### src/rtl/clk_div_pkg.sv
// Shared constants and helpers for the programmable clock divider.
//   DIV_*_TICK : divisors giving common tick rates from a 12 MHz clock.
//   div_for()  : divisor for a wanted tick rate, i.e. f_clk/f_tick - 1.
//                The counter runs 0..N, so a divisor of N gives N+1 cycles per tick.
package clk_div_pkg;

  localparam int unsigned DIV_100HZ_TICK  = 32'd119999;
  localparam int unsigned DIV_9600_TICK   = 32'd1249;
  localparam int unsigned DIV_115200_TICK = 32'd103;

  function automatic int unsigned div_for(input int unsigned f_clk,
                                          input int unsigned f_tick);
    return (f_clk / f_tick) - 32'd1;
  endfunction

endpackage

### src/rtl/clk_div_prog.sv
// Runtime-programmable clock divider and tick generator.
//   clk_in   : system clock, all logic on its rising edge
//   rst      : asynchronous active-high reset
//   en       : count enable; low freezes the count and clk_out
//   sync_clr : synchronous phase restart (count, clk_out and tick go to 0)
//   div_in   : new divisor value
//   div_load : one-cycle strobe that captures div_in
//   clk_out  : 50%-duty toggle output, f_clk / (2*(N+1))
//   tick     : one-cycle strobe, once every N+1 cycles
//   cur_div  : divisor currently in use
//   pending  : a loaded divisor is waiting for the next period boundary
module clk_div_prog
  import clk_div_pkg::*;
#(
  parameter int unsigned       WIDTH       = 17,
  parameter logic [WIDTH-1:0]  DEFAULT_DIV = 17'd120000
) (
  input  logic             clk_in,
  input  logic             rst,
  input  logic             en,
  input  logic             sync_clr,
  input  logic [WIDTH-1:0] div_in,
  input  logic             div_load,
  output logic             clk_out,
  output logic             tick,
  output logic [WIDTH-1:0] cur_div,
  output logic             pending
);

  localparam logic [WIDTH-1:0] CNT_ZERO = '0;
  localparam logic [WIDTH-1:0] CNT_ONE  = {{(WIDTH-1){1'b0}}, 1'b1};

  logic [WIDTH-1:0] count_q,      count_d;
  logic [WIDTH-1:0] div_active_q, div_active_d;
  logic [WIDTH-1:0] div_shadow_q, div_shadow_d;
  logic             pend_q,       pend_d;
  logic             clk_out_q,    clk_out_d;
  logic             tick_q,       tick_d;
  logic             term_s;
  logic             boundary_s;

  // Next-state logic for the counter, outputs and the divisor shadow.
  always_comb begin
    count_d      = count_q;
    div_active_d = div_active_q;
    div_shadow_d = div_shadow_q;
    pend_d       = pend_q;
    clk_out_d    = clk_out_q;
    tick_d       = 1'b0;

    // >= rather than == so a divisor shrinking below the count ends the
    // period at once instead of wrapping through the full counter range.
    term_s = en & (count_q >= div_active_q);

    // Any cycle where the period is not running normally is a safe point to
    // swap divisors: a phase restart, a frozen counter or a terminal count.
    boundary_s = sync_clr | ~en | term_s;

    if (sync_clr) begin
      count_d   = CNT_ZERO;
      clk_out_d = 1'b0;
    end else if (term_s) begin
      count_d   = CNT_ZERO;
      clk_out_d = ~clk_out_q;
      tick_d    = 1'b1;
    end else if (en) begin
      count_d   = count_q + CNT_ONE;
    end else begin
      count_d   = count_q;
    end

    // A load landing on a boundary goes straight to the active divisor;
    // otherwise it is parked in the shadow (last load wins) until one comes.
    if (boundary_s) begin
      if (div_load) begin
        div_active_d = div_in;
        pend_d       = 1'b0;
      end else if (pend_q) begin
        div_active_d = div_shadow_q;
        pend_d       = 1'b0;
      end else begin
        div_active_d = div_active_q;
      end
    end else begin
      if (div_load) begin
        div_shadow_d = div_in;
        pend_d       = 1'b1;
      end else begin
        div_shadow_d = div_shadow_q;
      end
    end
  end

  // State registers with asynchronous reset to the default divisor.
  always_ff @(posedge clk_in or posedge rst) begin
    if (rst) begin
      count_q      <= CNT_ZERO;
      div_active_q <= DEFAULT_DIV;
      div_shadow_q <= DEFAULT_DIV;
      pend_q       <= 1'b0;
      clk_out_q    <= 1'b0;
      tick_q       <= 1'b0;
    end else begin
      count_q      <= count_d;
      div_active_q <= div_active_d;
      div_shadow_q <= div_shadow_d;
      pend_q       <= pend_d;
      clk_out_q    <= clk_out_d;
      tick_q       <= tick_d;
    end
  end

  assign clk_out = clk_out_q;
  assign tick    = tick_q;
  assign cur_div = div_active_q;
  assign pending = pend_q;

endmodule

### config.mk
export PLATFORM = sky130hd
export DESIGN_NAME = clk_div_prog
export DESIGN_NICKNAME = d
export VERILOG_FILES = /design/src/rtl/clk_div_pkg.sv /design/src/rtl/clk_div_prog.sv
export SDC_FILE = /design/constraint.sdc
export NUM_CORES = 1
export LEC_CHECK = 0
export ABC_AREA = 1
export BUFFER_PORTS_ARGS = -buffer_cell sky130_fd_sc_hd__buf_2
export CORE_MARGIN = 1.5
export CORE_UTILIZATION = 35
export CTS_CLUSTER_SIZE = 14
export DETAILED_ROUTE_END_ITERATION = 10
export GPL_TIMING_DRIVEN = 1
export PLACE_DENSITY = 0.56
export SYNTH_ARGS = -nofsm -noshare
export SYNTH_HDL_FRONTEND = slang
export SYNTH_SLANG_ARGS = --single-unit
### constraint.sdc
create_clock -name clk_in -period 2.7 [get_ports clk_in]
set_input_delay 0.27 -clock clk_in [delete_from_list [all_inputs] [get_ports clk_in]]
set_output_delay 0.27 -clock clk_in [all_outputs]
set_load 0.01 [all_outputs]
==> out/results.ini, run 1 <==
[pwr]
power.density_nw_per_um2=556
p_leak_nw=1.98
max-vdd-ir-drop_uv=265

[global_route]
grt_use_total=0.161
grt_pass1_vias=2661
grt_overflow=0
grt_pass1_wl_um=12800
grt_antenna_before_repair=0
grt_max_degree=36

[drt]
drc=0
routed_wl_um=7310
num_vias=2742
met1_length_um=3680
ant_nets=0
wl_met2_um=3350
drt_iter0_drc=126
dr.pass1.iters=7
viasPerCell=4.65
top_layer_used=met4
met3WireLength_um=241
wl_per_cell_um=12.4

[timing]
report.final.slew_viol_count=0
grt_setup_unrepaired=no
max_freq_ghz=0.441
fin_setup_tns_ps=0
worst_pin_slew_ps=656
timing.final.crit_share=0.840
finalHoldViolCount=0
period_needed_ps=2270
clock_skew_ps=3.65
setup_slack_ps=431
slew_headroom=0.562
setup_viol=0

[cells_and_area]
final_cell_mix=nand2_1, inv_1, buf_2
syn_to_final_growth_pct=13.8
final_common_cell=nand2_1
fill_cells=956
drive_gt1_frac=0.180
multi_input_comb_area_um2=1590
final_net_count=521
seq_area_um2=1370
antennaDiodeCount=0

[floorplan]
die_w_um=99.2
start_util=0.366
coreArea_um2=8850
die_height_um=99.2
ios=42
num_rows=34
die_area_um2=9830

[placed_design]
routabilityCongestion=0.886
dp.final_hpwl_um=5530
pre_cts_ws_ps=456
port_buffers=41

[setup_path]
r2r_setup_slack_ps=430
arrival_ps=2500
r2r_end=count_q[5]
setup.worst_path.end_class=flip-flop
critPathMaxFanout=20
critPathLaunchType=flip-flop
cp.required_ps=2930
crit_type=flip-flop to flip-flop
r2r_start=cur_div[10]
rr_worst_depth=12

[hold_path]
holdPathStages=3
whs_endpoint=div_shadow_q[10]
hp-class=input pin to flip-flop
hp-start=div_in[10]

[clock_network]
cts_tree=done
cts_resized=0
cts-root-buf=clkbuf_8
cts_sinks=54
path_clk_slew_ps=100
post-cts-setup-buffers=0
clockBufferDepth=2
numCtsBuffers=5
clk_latency_ps=320
h-tree-depth=2

[synthesis]
ys_warn_count=0
syn_nets=477
yosys_register_bits=54
ys_seq_area_frac=0.423
synth_area_um2=3240
synth_edf_count=0
synthArstFlopShare=1.00
syn_inst=437
yosysUniqueCellTypes=31
synth_ff_type=dfrtp_1
syn_avg_cell_area_um2=7.40

[flow_run]
maxCapViolations=0

[status]
outcome=finished clean

flip-flops by register name, indices dropped and copies added (netlist names):
name / cells
count_q: 17
pending: 1
clk_out: 1
cur_div: 17
tick: 1
div_shadow_q: 17
area by class of cell:
| class | count | area share |
|---|---|---|
| Timing Repair Buffer | 50 | 0.0747 |
| Inverter | 54 | 0.0550 |
| Sequential cell | 54 | 0.372 |
| Multi-Input combinational cell | 316 | 0.432 |
| Clock inverter | 2 | 0.0102 |
| Tap cell | 108 | 0.0367 |
| Clock buffer | 6 | 0.0197 |
cells by family after synthesis:
logic type / after synthesis / share of synthesized area
AOI/OAI and AO/OA: 25 / 0.0433
xor gates and xnor gates: 12 / 0.0325
adders and majority gates: 18 / 0.0696
buffers and inverters: 67 / 0.0851
DFF: 54 / 0.423
and+or+nand+nor: 261 / 0.346
per-layer routing:
metal,vias to the layer above,global-route usage
met5,-,0
met4,0,0.0358
met3,4,0.0281
met2,47,0.257
met1,1241,0.230
li1,1450,-
power breakdown:
part	internal (mW)	switching, mW	total (mW)
Combinational	0.177	0.295	0.472
Sequential	0.935	0.0765	1.01
Clock	0.277	0.286	0.564
Total	1.39	0.657	2.05
cell usage after synthesis (2+ instances only):
| cell type | count | area, µm² |
|---|---|---|
| clkbuf_1 | 3 | 11.3 |
| nor3_1 | 5 | 25.0 |
| buf_4 | 3 | 22.5 |
| ha_1 | 18 | 225 |
| nor2_1 | 22 | 82.6 |
| inv_2 | 3 | 11.3 |
| buf_1 | 2 | 7.51 |
| nand3_1 | 39 | 195 |
| o22ai_1 | 10 | 62.6 |
| nand3_2 | 2 | 20.0 |
| dfstp_2 | 14 | 368 |
| xor2_1 | 11 | 96.3 |
| inv_1 | 50 | 188 |
| nand2_1 | 181 | 679 |
| nand2_2 | 4 | 25.0 |
| o21ai_0 | 5 | 25.0 |
| nor3_2 | 2 | 20.0 |
| dfrtp_1 | 40 | 1000 |
| buf_2 | 4 | 20.0 |
| a21oi_1 | 8 | 40.0 |
worst max-delay path, stage by stage (launching register included):
cell	delay, ps
dfstp_2	560
inv_1	40
ha_1	300
nand2_1	130
inv_1	60
nand3_1	100
inv_1	40
nand2_1	60
nand2_2	60
nor2_4	150
nand3_4	240
buf_4	280
o22ai_1	140
repair_timing:
item | 4_1_cts | 5_1_grt
setup endpoints to repair | 0 | 0
endpoints found under the hold margin | 11 | 0
hold buffers | 1 | 0
through the flow:
step / cells / power (mW) / utilization / instance area (µm²) / hold WS (ps)
finish: 590 / 2.05 / 0.416 / 3680 / 163
global route: 590 / 2.20 / 0.416 / 3680 / 163
CTS: 590 / 2.08 / 0.416 / 3680 / 150
detailed placement: 581 / 1.51 / 0.403 / 3560 / 286
global placement: 581 / 1.50 / 0.403 / 3560 / 279
floorplan: 437 / 1.35 / - / 3240 / 378
how the worst max path moves through the flow:
stage | slack (ps) | to | start
final | 430 | count_q[5] | cur_div[10]
after global routing | 180 | count_q[6] | cur_div[16]
after CTS | 420 | count_q[6] | cur_div[10]
after detailed placement | 460 | count_q[14] | cur_div[10]
after global placement | 480 | count_q[14] | cur_div[10]
after floorplan | 750 | div_shadow_q[0] | cur_div[12]
No activity file was read; power rests on OpenSTA's default activity.
==> inputs of run 2 (changes only) <==
Clock period 2.7 ns to 2.17 ns, I/O delays scaled along.
==> run 2 against run 1 <==
Die area unchanged. First-iteration DRC count down 21%. Clock-buffer cell count unchanged. Final cell count up 2.5%. Combinational power up 64%. Maximum frequency up 5.4%. Critical endpoint is now cur_div[11]. Largest power group unchanged.
==> out/results.ini, run 2 (synthesis results as in run 1) <==
[pwr]
clkPwrFrac=0.256  ; was 0.275
seqPwrFrac=0.461  ; was 0.494
p_sw_frac=0.332  ; was 0.321
p_int_mw=1.83  ; was 1.39 mW
total_power_mw=2.74  ; was 2.05 mW
p_leak_nw=2.12  ; was 1.98 nW
pwr-share-comb=0.283  ; was 0.230
switching_power_mw=0.910  ; was 0.657 mW
max-vdd-ir-drop_uv=289  ; was 265 µV
power.density_nw_per_um2=660  ; was 556 nW/µm²

[cells_and_area]
final_net_count=536  ; was 521
stdcell_area_um2=4150  ; was 3680 µm²
stdcell_count=605  ; was 590
final_common_cell=nand2_1  ; unchanged
syn_to_final_growth_pct=28.3  ; was 13.8%
drive_gt1_frac=0.298  ; was 0.180
fill_cells=921  ; was 956
final_cell_mix=nand2_1, inv_1, buf_2  ; unchanged
antennaDiodeCount=0  ; unchanged

[drt]
drt_iter0_drc=99  ; was 126
ant_nets=0  ; unchanged
routed_wl_um=8580  ; was 7310 µm
num_vias=2894  ; was 2742
wl_per_cell_um=14.2  ; was 12.4 µm
dr.pass1.iters=4  ; was 7
viasPerCell=4.78  ; was 4.65
drc=0  ; unchanged

[hold_path]
hp-class=input pin to flip-flop  ; unchanged
whs_endpoint=div_shadow_q[6]  ; was div_shadow_q[10]
hp-start=div_in[6]  ; was div_in[10]
holdPathStages=3  ; unchanged

[placed_design]
routabilityCongestion=0.875  ; was 0.886
dpl_cell_area_um2=3600  ; was 3560 µm²
dp.final_hpwl_um=5600  ; was 5530 µm
placed_cells=582  ; was 581
port_buffers=41  ; unchanged
pre_cts_ws_ps=39.4  ; was 456 ps

[global_route]
grt_use_total=0.164  ; was 0.161
grt_overflow=0  ; unchanged
grt_pass1_vias=2801  ; was 2661
grt_max_degree=36  ; unchanged
grt_antenna_before_repair=0  ; unchanged
grt_pass1_wl_um=13100  ; was 12800 µm

[clock_network]
numCtsBuffers=5  ; unchanged
clk_latency_ps=310  ; was 320 ps
cts-root-buf=clkbuf_8  ; unchanged
cts_sinks=54  ; unchanged
cts_tree=done  ; unchanged
h-tree-depth=2  ; unchanged
path_clk_slew_ps=100  ; about the same
clockBufferDepth=2  ; unchanged

[flow_run]
maxCapViolations=0  ; unchanged

[floorplan]
start_util=0.366  ; unchanged
coreArea_um2=8850  ; unchanged
die_w_um=99.2  ; unchanged
die_height_um=99.2  ; unchanged
num_rows=34  ; unchanged
ios=42  ; unchanged
die_area_um2=9830  ; unchanged

[setup_path]
arrival_ps=2350  ; was 2500 ps
rr_worst_depth=11  ; was 12
r2r_end=cur_div[11]  ; was count_q[5]
r2r_setup_slack_ps=20  ; was 430 ps
r2r_start=cur_div[12]  ; was cur_div[10]
setup.worst_path.end_class=flip-flop  ; unchanged
critPathLaunchType=flip-flop  ; unchanged
critPathMaxFanout=7  ; was 20
crit_type=flip-flop to flip-flop  ; unchanged
cp.required_ps=2370  ; was 2930 ps

[timing]
setup_viol=0  ; unchanged
slew_headroom=0.565  ; was 0.562
period_needed_ps=2150  ; was 2270 ps
report.final.slew_viol_count=0  ; unchanged
setup_slack_ps=17.9  ; was 431 ps
grt_setup_unrepaired=yes  ; was no
worst_pin_slew_ps=651  ; was 656 ps
finalHoldViolCount=0  ; unchanged
timing.final.crit_share=0.992  ; was 0.840
clock_skew_ps=7.43  ; was 3.65 ps
max_freq_ghz=0.465  ; was 0.441 GHz

[status]
outcome=finished clean  ; unchanged

[run 2: cell types whose count changed in the layout (fill, tap and decap cells not counted), moves of 4 or more]
cell | before | now
buf_4 | 8 | 14
ha_1 | 18 | 12
ha_4 | 0 | 6
inv_1 | 49 | 43
inv_2 | 4 | 10
nand2_1 | 181 | 173
nand2_2 | 4 | 8
nand3_1 | 39 | 26
nand3_2 | 2 | 15
nor2_1 | 22 | 17
o22ai_1 | 10 | 5
o22ai_2 | 0 | 5
[run 2: layer usage]
metal,global-route usage,up-vias,part of all wire
li1,-,1482,-
met1,0.222,1365,0.48
met2,0.283,41,0.49
met3,0.0232,6,0.024
met4,0.0325,0,0.0070
met5,0,-,0
[run 2: worst max-delay path by stage]
stage	from	end	slack [ps]
final	cur_div[12]	cur_div[11]	20
after global routing	cur_div[6]	cur_div[11]	-70
after CTS	cur_div[10]	div_shadow_q[15]	4
after detailed placement	cur_div[14]	div_shadow_q[5]	40
after global placement	cur_div[14]	div_shadow_q[6]	40
after floorplan	cur_div[12]	div_shadow_q[0]	220
[run 2: through the flow]
step / util / TNS (ps) / hold WS [ps]
CTS: 0.420 / 0 / 108
global route: 0.469 / -1220 / 106
finish: 0.469 / 0 / 114
detailed placement: 0.406 / 0 / 338
floorplan: - / 0 / 325
global placement: 0.406 / 0 / 335
[run 2: layout make-up]
class                   instances  area, µm²  area share
multi-input cells             317       1860       0.448
flip-flops and latches         54       1370       0.330
repair buffers                 64        473       0.114
inverters                      54        203      0.0488
well taps                     108        135      0.0325
clock buffers                   6       72.6      0.0175
clock inverters                 2       37.5     0.00904
[run 2: critical path, cell delays in order, from the launching register on]
cell       delay [ps]
dfstp_2           570
inv_2              50
ha_4              260
a21oi_1           190
nand2_1            80
nand2_1            70
nand2_2            70
nor2_4            140
nand3_4           240
clkbuf_16         270
nand3_2            50
nand2_1            60
[run 2: repair_timing]
action,4_1_cts,5_1_grt
resized for setup,0,61
endpoints found under the setup margin,0,52
hold endpoints to repair,10,0
setup buffers,0,8
hold buffers,1,0
[run 2: power groups by stage]
stage	Combinational [mW]	Clock, mW	Sequential, mW
after detailed placement	0.602	0	1.28
after global routing	0.876	0.750	1.28
final	0.776	0.702	1.26
after floorplan	0.392	0	1.28
after CTS	0.608	0.720	1.26
after global placement	0.596	0	1.28
==> inputs of run 3 (changes only) <==
==> constraint.sdc (replaced) <==
create_clock -name clk_in -period 2.17 [get_ports clk_in]
set_input_delay 0.1085 -clock clk_in [delete_from_list [all_inputs] [get_ports clk_in]]
set_output_delay 0.1085 -clock clk_in [all_outputs]
set_load 0.01 [all_outputs]
==> run 3 against run 2 <==
The run now ends with negative hold slack left. Critical path depth rose by 1. Final area is 0.36% higher. Die area unchanged. Clock-buffer cell count did not move. Clock power down 8.3%. Sequential share of layout area down 0.15 points. Largest power group unchanged.
==> out/results.ini, run 3 (synthesis results as in run 1) <==
[hold_path]
holdPathStages=3  ; unchanged
hp-class=input pin to flip-flop  ; unchanged
whs_endpoint=div_shadow_q[6]  ; unchanged
hp-start=div_in[6]  ; unchanged

[floorplan]
start_util=0.366  ; unchanged
die_height_um=99.2  ; unchanged
die_area_um2=9830  ; unchanged
die_w_um=99.2  ; unchanged
num_rows=34  ; unchanged
coreArea_um2=8850  ; unchanged
ios=42  ; unchanged

[cells_and_area]
antennaDiodeCount=0  ; unchanged
fill_cells=893  ; was 921
final_cell_mix=nand2_1, inv_1, buf_2  ; unchanged
stdcell_area_um2=4170  ; was 4150 µm²
final_net_count=539  ; was 536
stdcell_count=608  ; was 605
syn_to_final_growth_pct=28.8  ; was 28.3%
final_common_cell=nand2_1  ; unchanged
drive_gt1_frac=0.282  ; was 0.298

[pwr]
power.density_nw_per_um2=645  ; was 660 nW/µm²
p_leak_nw=2.14  ; was 2.12 nW
p_int_mw=1.76  ; was 1.83 mW
pwr-share-comb=0.292  ; was 0.283
switching_power_mw=0.924  ; was 0.910 mW
clkPwrFrac=0.240  ; was 0.256
p_sw_frac=0.344  ; was 0.332
max-vdd-ir-drop_uv=343  ; was 289 µV
seqPwrFrac=0.468  ; was 0.461

[setup_path]
critPathLaunchType=flip-flop  ; unchanged
critPathMaxFanout=7  ; unchanged
rr_worst_depth=12  ; was 11
arrival_ps=2330  ; was 2350 ps
r2r_setup_slack_ps=50  ; was 20 ps
crit_type=flip-flop to flip-flop  ; unchanged
r2r_start=cur_div[14]  ; was cur_div[12]
r2r_end=cur_div[0]  ; was cur_div[11]
cp.required_ps=2380  ; was 2370 ps
setup.worst_path.end_class=flip-flop  ; unchanged

[status]
outcome=finished with violations  ; was finished clean
violations=negative hold slack

[global_route]
grt_use_met2=0.268  ; was 0.283
grt_use_met1=0.222  ; about the same
grt_antenna_before_repair=0  ; unchanged
grt_pass1_wl_um=12800  ; was 13100 µm
grt_overflow=0  ; unchanged
grt_max_degree=36  ; unchanged
use_met3=0.0316  ; was 0.0232
grt_pass1_vias=2724  ; was 2801
grt_busiest_layer=met2  ; unchanged
grt_use_total=0.161  ; was 0.164

[timing]
fin_setup_tns_ps=0  ; unchanged
finalHoldViolCount=1  ; was 0
setup_slack_ps=46.2  ; was 17.9 ps
period_needed_ps=2120  ; was 2150 ps
slew_headroom=0.484  ; was 0.565
setup_viol=0  ; unchanged
clock_skew_ps=14.9  ; was 7.43 ps
grt_setup_unrepaired=yes  ; unchanged
max_freq_ghz=0.471  ; was 0.465 GHz
report.final.slew_viol_count=0  ; unchanged
timing.final.crit_share=0.979  ; was 0.992
worst_pin_slew_ps=772  ; was 651 ps
whs_ps=-0.140  ; was 114 ps

[drt]
dr.pass1.iters=4  ; unchanged
ant_nets=0  ; unchanged
wl_per_cell_um=13.8  ; was 14.2 µm
viasPerCell=4.69  ; was 4.78
num_vias=2852  ; was 2894
routed_wl_um=8390  ; was 8580 µm
drc=0  ; unchanged
drt_iter0_drc=139  ; was 99

[placed_design]
port_buffers=41  ; unchanged
placed_cells=581  ; was 582
routabilityCongestion=0.895  ; was 0.875
dpl_cell_area_um2=3590  ; was 3600 µm²
dp.final_hpwl_um=5580  ; was 5600 µm
pre_cts_ws_ps=57.7  ; was 39.4 ps

[clock_network]
h-tree-depth=2  ; unchanged
path_clk_slew_ps=110  ; was 100 ps
numCtsBuffers=5  ; unchanged
cts_tree=done  ; unchanged
clk_latency_ps=320  ; was 310 ps
clockBufferDepth=2  ; unchanged
cts-root-buf=clkbuf_8  ; unchanged
cts_sinks=54  ; unchanged

[flow_run]
maxCapViolations=0  ; unchanged

==> run 3: worst max-delay path by stage <==
stage,depth (start not counted),from,to
finish,12,cur_div[14],cur_div[0]
global route,12,cur_div[14],cur_div[13]
CTS,12,cur_div[14],div_shadow_q[2]
detailed placement,12,cur_div[14],div_shadow_q[2]
global placement,12,cur_div[14],div_shadow_q[6]
floorplan,13,cur_div[12],div_shadow_q[0]
==> run 3: layout make-up <==
cell class,count,area [µm²],share of cell area
clock buffer,6,82.6,0.0198
clock inverter,2,20.0,0.00480
multi-input combinational,317,1850,0.444
inverter,54,203,0.0486
sequential,54,1370,0.329
tap,108,135,0.0324
timing repair buffer,67,505,0.121
==> run 3: worst max-delay path, stage by stage (launching register included) <==
cell       delay [ps]
dfstp_2           570
inv_2              50
ha_4              220
a21o_1            150
nand2_1            50
nand2_1            60
inv_1              70
nand2_2            70
nor2_4            150
nand3_4           230
clkbuf_16         270
nand3_2            60
nand2_1            60
==> run 3: what timing repair did <==
item | 4_1_cts | 5_1_grt
setup endpoints to repair | 0 | 52
endpoints found under the hold margin | 26 | 0
setup buffers | 0 | 8
hold buffers | 5 | 0
resized for setup | 0 | 56
==> run 3: power groups by stage <==
stage               combinational [mW]  sequential [mW]  clock (mW)
floorplan                        0.392             1.28           0
finish                           0.786             1.26       0.644
detailed placement               0.600             1.28           0
global placement                 0.592             1.28           0
CTS                              0.610             1.26       0.665
global route                     0.892             1.28       0.703
==> run 3: per-stage QoR <==
step	util	power, mW	hold slack [ps]
floorplan	-	1.68	216
global placement	0.406	1.87	192
detailed placement	0.406	1.88	197
CTS	0.423	2.54	0.949
global route	0.471	2.87	8.53
finish	0.471	2.69	-0.140
==> run 3: routing by layer <==
| layer | vias up | wire length, µm |
|---|---|---|
| met2 | 36 | 4110 |
| met5 | - | 0 |
| li1 | 1489 | - |
| met3 | 6 | 207 |
| met1 | 1321 | 4000 |
| met4 | 0 | 70 |
